`src/rtl/wallace_pkg.sv`:
```
// Shared constants and the stage-1 pipeline record for the Wallace final
// carry-propagate adder.
package wallace_pkg;

    localparam int W      = 16;
    localparam int GROUP  = 4;
    localparam int NGROUP = W / GROUP;

    // Everything stage 2 needs to finish the add without seeing the operands again
    typedef struct packed {
        logic [W-1:0]      p;
        logic [W-1:0]      gen;
        logic [NGROUP-1:0] grp_g;
        logic [NGROUP-1:0] grp_p;
        logic [W-1:0]      cin0_carries;
        logic [W-1:0]      cin1_carries;
        logic              valid;
    } s1_rec_t;

endpackage

```
`src/rtl/cla_group.sv`:
```
// One GROUP-bit lookahead block: bitwise propagate/generate, group G/P, and the
// in-group carry vectors for both possible group carry-ins.
module cla_group
    import wallace_pkg::*;
(
    input  logic [GROUP-1:0] a,
    input  logic [GROUP-1:0] b,
    output logic [GROUP-1:0] p,
    output logic [GROUP-1:0] gen,
    output logic             grp_g,
    output logic             grp_p,
    output logic [GROUP-1:0] carries_cin0,
    output logic [GROUP-1:0] carries_cin1
);

    logic [GROUP-1:0] p_bits;
    logic [GROUP-1:0] g_bits;

    assign p_bits = a ^ b;
    assign g_bits = a & b;
    assign p      = p_bits;
    assign gen    = g_bits;
    assign grp_p  = &p_bits;

    // Each carry is evaluated independently from bit 0, so every output is a flat
    // lookahead term rather than a chain through the previous carry output.
    always_comb begin
        logic gen_part;
        logic prop_all;
        carries_cin0 = '0;
        carries_cin1 = '0;
        for (int i = 0; i < GROUP; i++) begin
            gen_part = 1'b0;
            prop_all = 1'b1;
            for (int j = 0; j < i; j++) begin
                gen_part = g_bits[j] | (p_bits[j] & gen_part);
                prop_all = prop_all & p_bits[j];
            end
            carries_cin0[i] = gen_part;
            carries_cin1[i] = gen_part | prop_all;
        end
    end

    always_comb begin
        logic gen_all;
        gen_all = 1'b0;
        for (int j = 0; j < GROUP; j++) begin
            gen_all = g_bits[j] | (p_bits[j] & gen_all);
        end
        grp_g = gen_all;
    end

endmodule

```
`src/rtl/wallace_final_cpa.sv`:
```
// Two-stage carry-lookahead adder that merges the sum/carry rows of the 8x8
// Wallace tree into the final product on a valid/ready stream.
module wallace_final_cpa
    import wallace_pkg::*;
(
    input  logic         clk,
    input  logic         rst,
    input  logic         in_valid,
    output logic         in_ready,
    input  logic [W-1:0] in_sum,
    input  logic [W-1:0] in_carry,
    output logic         out_valid,
    input  logic         out_ready,
    output logic [W-1:0] out_product,
    output logic         out_ovf,
    output logic         err_sticky
);

    wire [W-1:0]      p_w;
    wire [W-1:0]      gen_w;
    wire [W-1:0]      c0_w;
    wire [W-1:0]      c1_w;
    wire [NGROUP-1:0] gg_w;
    wire [NGROUP-1:0] gp_w;

    s1_rec_t          s1_d;
    s1_rec_t          s1_q;
    logic             s1_adv;
    logic             s2_adv;
    logic [NGROUP:0]  grp_cin;
    logic [W-1:0]     carries;
    logic [W-1:0]     sum_d;
    logic             ovf_d;
    logic             unused_gen;

    assign s2_adv   = !out_valid || out_ready;
    assign s1_adv   = !s1_q.valid || s2_adv;
    assign in_ready = s1_adv;

    for (genvar g = 0; g < NGROUP; g++) begin : g_grp
        cla_group u_grp (
            .a            (in_sum[g*GROUP +: GROUP]),
            .b            (in_carry[g*GROUP +: GROUP]),
            .p            (p_w[g*GROUP +: GROUP]),
            .gen          (gen_w[g*GROUP +: GROUP]),
            .grp_g        (gg_w[g]),
            .grp_p        (gp_w[g]),
            .carries_cin0 (c0_w[g*GROUP +: GROUP]),
            .carries_cin1 (c1_w[g*GROUP +: GROUP])
        );
    end

    always_comb begin
        s1_d              = '0;
        s1_d.p            = p_w;
        s1_d.gen          = gen_w;
        s1_d.grp_g        = gg_w;
        s1_d.grp_p        = gp_w;
        s1_d.cin0_carries = c0_w;
        s1_d.cin1_carries = c1_w;
        s1_d.valid        = 1'b1;
    end

    // Operands are only captured with a real beat, so an idle in_valid never loads X data
    always_ff @(posedge clk or posedge rst) begin
        if (rst) begin
            s1_q <= '0;
        end else if (s1_adv) begin
            if (in_valid) begin
                s1_q <= s1_d;
            end else begin
                s1_q.valid <= 1'b0;
            end
        end
    end

    // Second-level lookahead: each group carry-in is a flat function of the group G/P terms
    always_comb begin
        logic gen_part;
        grp_cin = '0;
        for (int k = 1; k <= NGROUP; k++) begin
            gen_part = 1'b0;
            for (int j = 0; j < k; j++) begin
                gen_part = s1_q.grp_g[j] | (s1_q.grp_p[j] & gen_part);
            end
            grp_cin[k] = gen_part;
        end
    end

    always_comb begin
        carries = '0;
        for (int g = 0; g < NGROUP; g++) begin
            carries[g*GROUP +: GROUP] = grp_cin[g] ? s1_q.cin1_carries[g*GROUP +: GROUP]
                                                   : s1_q.cin0_carries[g*GROUP +: GROUP];
        end
        sum_d = s1_q.p ^ carries;
        ovf_d = grp_cin[NGROUP];
    end

    // gen travels with the record for visibility; the group terms already summarise it
    assign unused_gen = ^s1_q.gen;

    always_ff @(posedge clk or posedge rst) begin
        if (rst) begin
            out_valid   <= 1'b0;
            out_product <= '0;
            out_ovf     <= 1'b0;
            err_sticky  <= 1'b0;
        end else if (s2_adv) begin
            out_valid <= s1_q.valid;
            if (s1_q.valid) begin
                out_product <= sum_d;
                out_ovf     <= ovf_d;
                if (ovf_d) begin
                    err_sticky <= 1'b1;
                end
            end
        end
    end

endmodule

```
`config.mk`:
```
export PLATFORM = sky130hd
export DESIGN_NAME = wallace_final_cpa
export DESIGN_NICKNAME = d
export VERILOG_FILES = /design/src/rtl/wallace_pkg.sv /design/src/rtl/cla_group.sv /design/src/rtl/wallace_final_cpa.sv
export SDC_FILE = /design/constraint.sdc
export NUM_CORES = 1
export LEC_CHECK = 0
export CAP_MARGIN = 20
export CELL_PAD_IN_SITES_DETAIL_PLACEMENT = 0
export CELL_PAD_IN_SITES_GLOBAL_PLACEMENT = 2
export CORE_ASPECT_RATIO = 2
export CORE_MARGIN = 2
export CORE_UTILIZATION = 35
export DETAILED_ROUTE_END_ITERATION = 8
export DONT_BUFFER_PORTS = 1
export GPL_TIMING_DRIVEN = 0
export PLACE_DENSITY_LB_ADDON = 0.1
export SLEW_MARGIN = 20
export SYNTH_ARGS = -nofsm -noshare
export SYNTH_HDL_FRONTEND = slang
export SYNTH_SLANG_ARGS = --single-unit
export TNS_END_PERCENT = 30
```
`constraint.sdc`:
```
create_clock -name clk -period 2.8 [get_ports clk]
set_input_delay 0.28 -clock clk [delete_from_list [all_inputs] [get_ports clk]]
set_output_delay 0.28 -clock clk [all_outputs]
set_load 0.05 [all_outputs]
```
### Word-level counts from Yosys, hierarchy flattened

Index checks and enable logic that the tools add are counted.

* muxes and demuxes: 4
* bitwise logic cells: 59
* reduce and logical (&&, ||, !) cells: 11

Operators by type and width (count)
* 1-bit OR: 27
* 1-bit AND: 23
* 4-bit AND: 4
* 4-bit AND reduction: 4
* 16-bit bitwise XOR: 1
* 4-bit bitwise XOR: 4
* 4-bit 2-to-1 mux: 3
* 2-bit AND reduction: 2
* 3-bit AND reduction: 1
* 1-bit logical NOT: 2
* 1-bit logical OR: 2
* 1-bit 2-to-1 mux: 1

* flip-flop bits (word level): 72
* input port bits: 36
* logic and storage cells: 84

### Logic depth before layout (Yosys ltp)

* depth after elaboration: 7
* gate-level depth with buffers: 6

### Modules after synthesis

From an unflattened synthesis, not the netlist that was laid out.

* cell total of the unflattened synthesis: 310
* area total of the unflattened synthesis: 3634.7 um^2

By module, submodules not included
* wallace_final_cpa: instances 1, cells an instance 214, area each 2959.1 um^2, sequential area each 1776.7 um^2
* cla_group: instances 4, cells an instance 24, area each 168.9 um^2, sequential area each 0.0 um^2

### Worst setup path before layout

No wires, ideal clock.

* path kind: register to register
* start point: register out_valid
* end point: register s1_q[62] in the netlist's numbering
* library setup time: 0.117 ns
* data arrival time: 1.588 ns
* setup slack: 1.096 ns
* cell stages (with the launch flop): 7
* path buffers: 2
* period minus slack after synthesis: 1.704 ns
* cell sequence: dfrtp_1 -> nand3b_4 -> and2_1 -> buf_2 -> buf_2 -> nand2_1 -> nand2_1

* longest elaborated chain between the ends: 4

Ends and longest elaborated chain
* start, declared: line wallace_final_cpa.sv:12 `output logic out_valid,`
* start signal, assigned: line wallace_final_cpa.sv:110 `out_valid <= s1_q.valid;`
* 1-bit logical NOT: line wallace_final_cpa.sv:36 `assign s2_adv = !out_valid || out_ready;`
* 1-bit logical OR: line wallace_final_cpa.sv:36
* 1-bit logical OR: line wallace_final_cpa.sv:37 `assign s1_adv = !s1_q.valid || s2_adv;`
* via in_ready: line wallace_final_cpa.sv:9 `output logic in_ready,`
* 2-bit AND reduction (no source line)
* end, declared: line wallace_final_cpa.sv:27 `s1_rec_t s1_q;`

The timed path passes the listed nets, and every way through them passes these cells.
A chain may end at the register's enable or synchronous reset.

### Final worst setup path

* start point: register out_valid
* end point: register s1_q[22] in the netlist's numbering

The elaborated chain is that of the path after synthesis.

==> run_results.csv <==
group,metric,value,unit
run_status,status,"completed",
placed_design,place_hpwl,5570,um
finish,area_growth,15.2,%
synth,synth_area,0.00311,mm^2
synth,synthAdderAreaFrac,0.0764,
grt,grt_pass1_vias,2333,
cts,root_buffer,"clkbuf_16",
critical_path,required,3.07,ns
timing,tightest_slew,0.630,ns
timing,relSlewSlack,0.580,
synth,synth_xor_area_frac,0.0338,
grt,grt_overflow_total,0,
synth,synthFlopType,"dfrtp_1",
cts,cts_made_buffers,9,
cts,h-tree-depth,3,
pwr,vdd_drop_max,352,uV
die,chipWidth,70.7,um
synth,synth_seq_area_share,0.523,
cts,clock_latency,0.33,ns
die,io_pins,56,
synth,synthTopCellsByArea,"dfrtp_1 52%, nand2_1 10%, ha_1 7.6%",
timing,setup_viol,0,
placed_design,io_buffers,0,
pwr,power_density,879,mW/mm^2
placed_design,gp_congestion,0.742,
timing,hold_violations,0,
synth,synth_nets,380,
timing,drv_slew,0,
timing,finalClockSkew,0.00432,ns
synth,yosys.area_share.simple,0.176,
die,row_count,48,
job,drv_cap,0,
die,design.die.area,0.00971,mm^2
synth,synth_top_family_by_area,"simple AND/OR/NAND/NOR gates",
synth,synth_mux_area_frac,0.0229,
route,drc,0,
finish,final_cell_mix,"86 x nand2_1, 65 x dfrtp_1, 29 x o21ai_0",
finish,drive_gt1_frac,0.108,
hold_path,hp-class,"input pin to flip-flop",
finish,num_antenna_cells,0,
timing,timing.fmax,511,MHz
placed_design,dpl.cell_count,426,
finish,stdcell_count,443,
route,wire_per_inst,17.7,um
cts,clk_pin_slew,0.05,ns
finish,fin_nets,393,
synth,ys_types,30,
route,routed_wirelength,7830,um
synth,synth.ff_latch_count,65,
timing,finalWorstSetupSlack,0.843,ns
synth,async_reset_ff_frac,1.00,
route,drt-pass1-iter-count,4,
synth,ys.warnings.count,0,
route,vias_per_cell,5.08,
timing,rsz0062_at_grt,"no",
timing,fin_crit,1.96,ns
placed_design,dp_slack,0.825,ns
finish,final_common_cell,"nand2_1",
critical_path,end_kind,"flip-flop",
timing,hold_ws,0.0533,ns
synth,synth_compound_area_frac,0.129,
route,ant_nets,0,
synth,yosysTopAreaCell,"dfrtp_1",
die,die_h,137,um
synth,syn_inst,325,
grt,gr-usage-all-layers,0.179,
critical_path,cp.arrival,2.23,ns
route,vias,2251,
grt,grt_max_degree,48,
synth,synth_edf_count,0,
timing,fin_tns_setup,0,ns
critical_path,path_max_fanout,10,
synth,synth_top_area_share,0.523,
critical_path,critPathLaunchType,"flip-flop",
die,core-area,0.00865,mm^2
die,start_util,0.360,
cts,cts_tree,"built",
grt,grt_pass1_wl,12700,um
grt,antenna_found_initial,0,
pwr,p_leak,1.73,nW
cts,cts_sinks,65,
synth,synth_area_per_cell,9.57,um^2
route,drt_iter0_drc,116,
cts,clockBufferDepth,2,
critical_path,crit_type,"flip-flop to flip-flop",
timing,finalCritPeriodShare,0.699,
## critical path, stage by stage, from the launching register on
cell and delay (ns):
dfrtp_1 0.69, nand3b_4 0.28, nand2_1 0.22, buf_1 0.50, nand2_1 0.13, nand2_1 0.09
## path summary, 6_finish.rpt
kind | endpoint | cells past startpoint | from | slack (ns)
min in group asynchronous | out_product[1]$_DFFE_PP0P_ | 2 | rst | 0.38
hold reg to reg | s1_q[57]$_DFFE_PP0P_ | 2 | s1_q[57]$_DFFE_PP0P_ | 0.48
setup / recovery | s1_q[22]$_DFFE_PP0P_ | 5 | out_valid$_DFFE_PP0P_ | 0.84
setup reg to reg | s1_q[22]$_DFFE_PP0P_ | 5 | out_valid$_DFFE_PP0P_ | 0.84
max in group asynchronous | out_ovf$_DFFE_PP0P_ | 3 | rst | 1.89
hold / removal | s1_q[0]$_DFFE_PP0N_ | 1 | in_valid | 0.05
## per-layer routing
metal	global-route usage	vias to the layer above	routed length (um)
li1	-	1110	-
met1	0.216	1071	3280
met2	0.304	56	4060
met3	0.0307	14	294
met4	0.0912	0	199
met5	0	-	0
## cells in the mapped netlist (3+ instances only)
| library cell | n |
|---|---|
| inv_1 | 14 |
| a21oi_1 | 16 |
| nand3_1 | 4 |
| buf_2 | 10 |
| nor2_1 | 21 |
| dfrtp_1 | 65 |
| xor2_1 | 8 |
| nand2_1 | 86 |
| o21ai_1 | 3 |
| a31oi_1 | 6 |
| o21ai_2 | 3 |
| nand2b_1 | 7 |
| mux2i_1 | 6 |
| xnor2_1 | 4 |
| a21o_1 | 4 |
| ha_1 | 19 |
| o21ai_0 | 29 |
| nand4_1 | 3 |
| and3_1 | 3 |
| o31ai_2 | 3 |
## through the flow
step / total power [mW] / cell area, um^2 / utilization
floorplan: 1.87 / 3110 / -
global placement: 2.00 / 3240 / 0.374
detailed placement: 2.02 / 3270 / 0.378
CTS: 3.20 / 3590 / 0.415
global route: 3.31 / 3590 / 0.415
finish: 3.15 / 3590 / 0.415
## state kept, by name, summed over array words and instances, names as in the netlist
name	count
carries	3
err_sticky	1
grp_cin	1
out_ovf	1
out_product	16
out_valid	1
s1_q	42
## cell families after synthesis
kind of cell | count (synthesis)
DFF | 65
and+or+nand+nor | 128
buffers and inverters | 27
adders and majority gates | 19
AOI/OAI and AO/OA | 67
xor gates and xnor gates | 12
muxes | 7
## power breakdown
group          internal (mW)  total [mW]  switching (mW)
logic                  0.190       0.468           0.278
clock network          0.761        1.17           0.409
registers               1.11        1.51           0.403
## repair_timing
item | 4_1_cts | 5_1_grt
resized for setup | 0 | 0
endpoints found under the hold margin | 18 | 0
hold buffers | 1 | 0
setup buffers | 0 | 0
## layout make-up
| class | count | area [um^2] |
|---|---|---|
| plain buffers | 13 | 68.8 |
| clock buffers | 14 | 274 |
| clock inverters | 2 | 35.0 |
| fillers | 888 | 5060 |
| inverters | 14 | 55.1 |
| multi-input cells | 233 | 1360 |
| flip-flops and latches | 65 | 1630 |
| well taps | 100 | 125 |
| repair buffers | 2 | 37.5 |
(Power assumes the default switching activity.)
